## src/rtl/cmp_branch_unit.sv

```systemverilog
// cmp_branch_unit: two-stage compare-and-resolve pipe wrapped around comp16b.
// Stage 1 registers the operand pair, condition and tag. The registered operands
// feed comp16b. Stage 2 holds the resolved taken bit, the tag and the sticky
// gt/eq/lt flags of the last completed compare.
// Build option: define SIGNED_CMP_EN for a two's-complement compare. The comparison
// is unsigned when the macro is not defined.

// comp16b: 16-bit unsigned magnitude comparator.
module comp16b (
  input  logic [15:0] i_a,
  input  logic [15:0] i_b,
  output logic        o_gt,
  output logic        o_eq
);
  assign o_gt = (i_a > i_b);
  assign o_eq = (i_a == i_b);
endmodule

module cmp_branch_unit #(
  parameter int WIDTH = 16,
  parameter int TAG_W = 4
) (
  input  logic             clk,
  input  logic             rst,
  input  logic             in_valid,
  output logic             in_ready,
  input  logic [WIDTH-1:0] in_a,
  input  logic [WIDTH-1:0] in_b,
  input  logic [2:0]       in_cond,
  input  logic [TAG_W-1:0] in_tag,
  output logic             out_valid,
  input  logic             out_ready,
  output logic             out_taken,
  output logic [TAG_W-1:0] out_tag,
  output logic             flag_gt,
  output logic             flag_eq,
  output logic             flag_lt
);

  // comp16b is a fixed 16-bit block, so no other operand width can work.
  if (WIDTH != 16) begin : g_width_check
    $error("cmp_branch_unit: WIDTH must be 16");
  end

  localparam logic [2:0] C_EQ     = 3'b000;
  localparam logic [2:0] C_NE     = 3'b001;
  localparam logic [2:0] C_GT     = 3'b010;
  localparam logic [2:0] C_GE     = 3'b011;
  localparam logic [2:0] C_LT     = 3'b100;
  localparam logic [2:0] C_LE     = 3'b101;
  localparam logic [2:0] C_ALWAYS = 3'b110;

  logic [WIDTH-1:0] r_s1_a;
  logic [WIDTH-1:0] r_s1_b;
  logic [2:0]       r_s1_cond;
  logic [TAG_W-1:0] r_s1_tag;
  logic             r_s1_valid;

  logic             r_out_valid;
  logic             r_out_taken;
  logic [TAG_W-1:0] r_out_tag;
  logic             r_flag_gt;
  logic             r_flag_eq;
  logic             r_flag_lt;

  logic             w_s2_load;
  logic             w_accept;
  logic [15:0]      w_cmp_a;
  logic [15:0]      w_cmp_b;
  logic             w_gt;
  logic             w_eq;
  logic             w_cond_true;

  // Stage 2 takes the stage-1 item when stage 2 is empty or is being drained this cycle.
  // in_ready does not depend on in_valid, so a full pipe can still accept without a bubble.
  assign w_s2_load = r_s1_valid & (~r_out_valid | out_ready);
  assign in_ready  = ~r_s1_valid | w_s2_load;
  assign w_accept  = in_valid & in_ready;

`ifdef SIGNED_CMP_EN
  // Flipping the sign bit maps two's-complement order onto unsigned order.
  assign w_cmp_a = {~r_s1_a[WIDTH-1], r_s1_a[WIDTH-2:0]};
  assign w_cmp_b = {~r_s1_b[WIDTH-1], r_s1_b[WIDTH-2:0]};
`else
  assign w_cmp_a = r_s1_a;
  assign w_cmp_b = r_s1_b;
`endif

  comp16b u_comp16b (
    .i_a  (w_cmp_a),
    .i_b  (w_cmp_b),
    .o_gt (w_gt),
    .o_eq (w_eq)
  );

  // Resolve the registered condition code against the comparator outputs.
  always_comb begin
    w_cond_true = 1'b0;
    unique case (r_s1_cond)
      C_EQ:     w_cond_true = w_eq;
      C_NE:     w_cond_true = ~w_eq;
      C_GT:     w_cond_true = w_gt;
      C_GE:     w_cond_true = w_gt | w_eq;
      C_LT:     w_cond_true = ~w_gt & ~w_eq;
      C_LE:     w_cond_true = ~w_gt;
      C_ALWAYS: w_cond_true = 1'b1;
      default:  w_cond_true = 1'b0;
    endcase
  end

  // Stage-1 payload. It is only meaningful while r_s1_valid is set, so it has no reset.
  always_ff @(posedge clk) begin
    if (w_accept) begin
      r_s1_a    <= in_a;
      r_s1_b    <= in_b;
      r_s1_cond <= in_cond;
      r_s1_tag  <= in_tag;
    end
  end

  // Stage-1 occupancy. A new accept takes priority over draining to stage 2.
  always_ff @(posedge clk) begin
    if (rst) begin
      r_s1_valid <= 1'b0;
    end else if (w_accept) begin
      r_s1_valid <= 1'b1;
    end else if (w_s2_load) begin
      r_s1_valid <= 1'b0;
    end
  end

  // Stage-2 result and sticky flags. Both change only when a compare completes.
  always_ff @(posedge clk) begin
    if (rst) begin
      r_out_valid <= 1'b0;
      r_out_taken <= 1'b0;
      r_out_tag   <= '0;
      r_flag_gt   <= 1'b0;
      r_flag_eq   <= 1'b0;
      r_flag_lt   <= 1'b0;
    end else if (w_s2_load) begin
      r_out_valid <= 1'b1;
      r_out_taken <= w_cond_true;
      r_out_tag   <= r_s1_tag;
      r_flag_gt   <= w_gt;
      r_flag_eq   <= w_eq;
      r_flag_lt   <= ~w_gt & ~w_eq;
    end else if (out_ready) begin
      r_out_valid <= 1'b0;
    end
  end

  assign out_valid = r_out_valid;
  assign out_taken = r_out_taken;
  assign out_tag   = r_out_tag;
  assign flag_gt   = r_flag_gt;
  assign flag_eq   = r_flag_eq;
  assign flag_lt   = r_flag_lt;

endmodule
```

## config.mk

```make
export PLATFORM = sky130hd
export DESIGN_NAME = cmp_branch_unit
export DESIGN_NICKNAME = d
export VERILOG_FILES = /design/src/rtl/cmp_branch_unit.sv
export SDC_FILE = /design/constraint.sdc
export NUM_CORES = 1
export LEC_CHECK = 0
export ABC_AREA = 0
export BUFFER_PORTS_ARGS = -buffer_cell sky130_fd_sc_hd__buf_2
export CORE_MARGIN = 2
export CORE_UTILIZATION = 56
export DETAILED_ROUTE_END_ITERATION = 7
export GPL_ROUTABILITY_DRIVEN = 0
export PLACE_DENSITY = 0.91
export SYNTH_ARGS = -nofsm -noshare
export SYNTH_HDL_FRONTEND = slang
export SYNTH_SLANG_ARGS = --single-unit
```

## constraint.sdc

```tcl
create_clock -name clk -period 5.2 [get_ports clk]
set_input_delay 0.78 -clock clk [delete_from_list [all_inputs] [get_ports clk]]
set_output_delay 0.78 -clock clk [all_outputs]
set_load 0.1 [all_outputs]
```

==> impl_results.md <==
* Crit. End Element: primary output
* Clock latency on the worst-skew pair at 0.29 ns
* Worst hold path type: register to register
* Largest net degree at the start of global routing at 40
* CTS max path bufs at 2
* Synth Register Bits at 49
* Crit Path Class: input pin to primary output
* Final hold violation count at 0
* Die ar. at 4180 um2
* Max FO, Critical Path at 5
* Peak supply drop at 194 uV
* CP Cell Sequence: buf_2 -> nor2b_1 -> nand2_1 -> buf_2
* Reg clk slew, reported paths at 0.08 ns
* Leakage at 1.09 nW
* Period utilisation layout at 0.444
* Final core utilization at 0.685
* First-pass GRT wire length at 5.21 mm
* TritonCTS clock tree: built
* Top cells by area, synth: edfxtp_1 (57%), dfxtp_1 (9.7%), ha_1 (9.7%)
* Post-synth cell types at 30
* Num rows at 22
* Top Ports at 53
* Die width at 64.7 um
* Post-Synthesis Cells at 156
* Top_reg_cell synth: edfxtp_1
* WHS at 0.455 ns
* Post-synth EDFFs at 39
* Most used cell, CP: buf_2
* Router iterations before antenna repair at 4
* Worst Skew at 0.00678 ns
* Via Count at 1,346
* Layout Nets at 273
* CTS Hold Buffers Added at 0
* Most frequent cell after synthesis: edfxtp_1
* Arrival @ worst endpoint at 1.53 ns
* Net Count, Synth at 215
* Post-CTS setup buffers at 0
* Share of the synthesized area in the top cell type at 0.568
* DP HPWL at 2.47 mm
* Setup violators final at 0
* Final wirelength at 3.28 mm
* Share of cells above drive strength 1 at 0.302
* Number of port buffers at 52
* Core area at 3610 um2
* Routed len/inst at 12.5 um
* MaxCap Viol Count at 0
* Crit path buffers/inverters at 2
* Worst EP required at 4.42 ns
* Post-synth top area cell: edfxtp_1
* CP max stage delay at 0.30 ns
* Slew Limit Fails at 0
* GRT overflow at 0
* Htree depth at 2
* # diodes at 0
* Die H at 64.7 um
* Outcome: completed
* Antenna viol nets, final at 0
* Synthesized area per cell at 13.2 um2
* Via density at 5.12
* Total CTS buffers at 5
* Pwr Density at 313 nW/um2
* Detailed router's first-iteration violation count at 92
* Post-synth top cells: edfxtp_1 (39), inv_1 (19), nand2_1 (18)
* Relative slew slack at 0.677
* Yosys Warn Count at 0
* Vias in the first global route at 1,270
* Sum Neg Setup Slack at 0 ns
* Seq/Total Area, Yosys at 0.665
* Mapped cell area at 2060 um2
* Area grow syn2layout at 19.8%
* Clock root cell: clkbuf_8
* Slowest CP cell: buf_2
* Starting Density at 0.571
* Async SR Flop Fraction at 0
* Minimum clock period at 2.31 ns
* Drt drc at 0
* Maximum clock rate at 433 MHz
* Crit-path leading delay family: buffers and inverters
* RSZ-0062 raised after global routing: no
* PostCTS Resize Cnt at 0
* GRT Total Usage at 0.170
* Startpoint types: input pin
* Clock Sinks at 49
* Initial antenna violation count at 0
* Worst-Margin Slew at 0.487 ns
## metrics by stage
step           instance area, um2  setup WS (ns)  instances  total power, mW
6_report                     2470           2.89        263            0.772
5_1_grt                      2470           2.83        263            0.807
4_1_cts                      2470           2.89        263            0.781
3_5_place_dp                 2380           2.90        255            0.560
3_3_place_gp                 2380           2.91        255            0.555
2_1_floorplan                2060           2.07        156            0.529
## logic make-up after synthesis
kind of cell    count (synthesis)  synth area share
flops                          49             0.665
simple gates                   47             0.126
compound gates                 23            0.0716
buf+inv                        21            0.0395
fa+ha+maj                      16            0.0971
## state kept, by name (all words and copies together), names as in the netlist
register / count
r_s1_a: 16
flag_eq: 1
r_s1_tag: 4
r_s1_valid: 1
r_s1_cond: 3
out_taken: 1
out_valid: 1
flag_gt: 1
out_tag: 4
r_s1_b: 16
flag_lt: 1
## tightest hold or removal path, stage by stage, from the launching register on
cell	delay, ns
dfxtp_1	0.31
nand2_1	0.05
a21oi_1	0.05
## placed cells by master (no fill, tap or decap), types with 3 or more instances in the layout
cell type | Yosys | routed
buf_2 | 2 | 52
dfxtp_1 | 10 | 10
nand4_1 | 4 | 4
inv_1 | 19 | 19
a21oi_1 | 13 | 13
nor2_1 | 8 | 8
nand2_1 | 18 | 18
o21ai_0 | 3 | 3
clkbuf_8 | 0 | 6
ha_1 | 16 | 16
nor2b_1 | 3 | 3
edfxtp_1 | 39 | 39
## where the power goes
part | leakage (nW) | total [mW] | internal, mW | switching [mW]
sequential | 0.463 | 0.455 | 0.447 | 0.00789
clock | 0.0455 | 0.221 | 0.108 | 0.112
combinational | 0.583 | 0.0961 | 0.0331 | 0.0631
## worst paths after layout
kind	from	endpoint	slack (ns)	cells after the start
hold / removal	out_tag[0]	out_tag[0]	0.46	2
setup / recovery	out_ready	in_ready	2.89	4
setup reg to reg	r_s1_a[6]	out_taken	3.14	6
hold reg to reg	out_tag[0]	out_tag[0]	0.46	2
## metal layers
metal | track usage | vias up | part of all wire
li1 | - | 677 | -
met1 | 0.178 | 619 | 0.40
met2 | 0.310 | 43 | 0.54
met3 | 0.0503 | 7 | 0.048
met4 | 0.0824 | 0 | 0.017
met5 | 0 | - | 0
## final cells by class
type | count | area, um2
clock buffer | 8 | 90.1
fill | 258 | 1140
inverter | 19 | 71.3
multi-input combinational | 86 | 608
sequential | 49 | 1370
tap | 48 | 60.1
timing repair buffer | 53 | 268
Power figures use the tool's default switching activity.
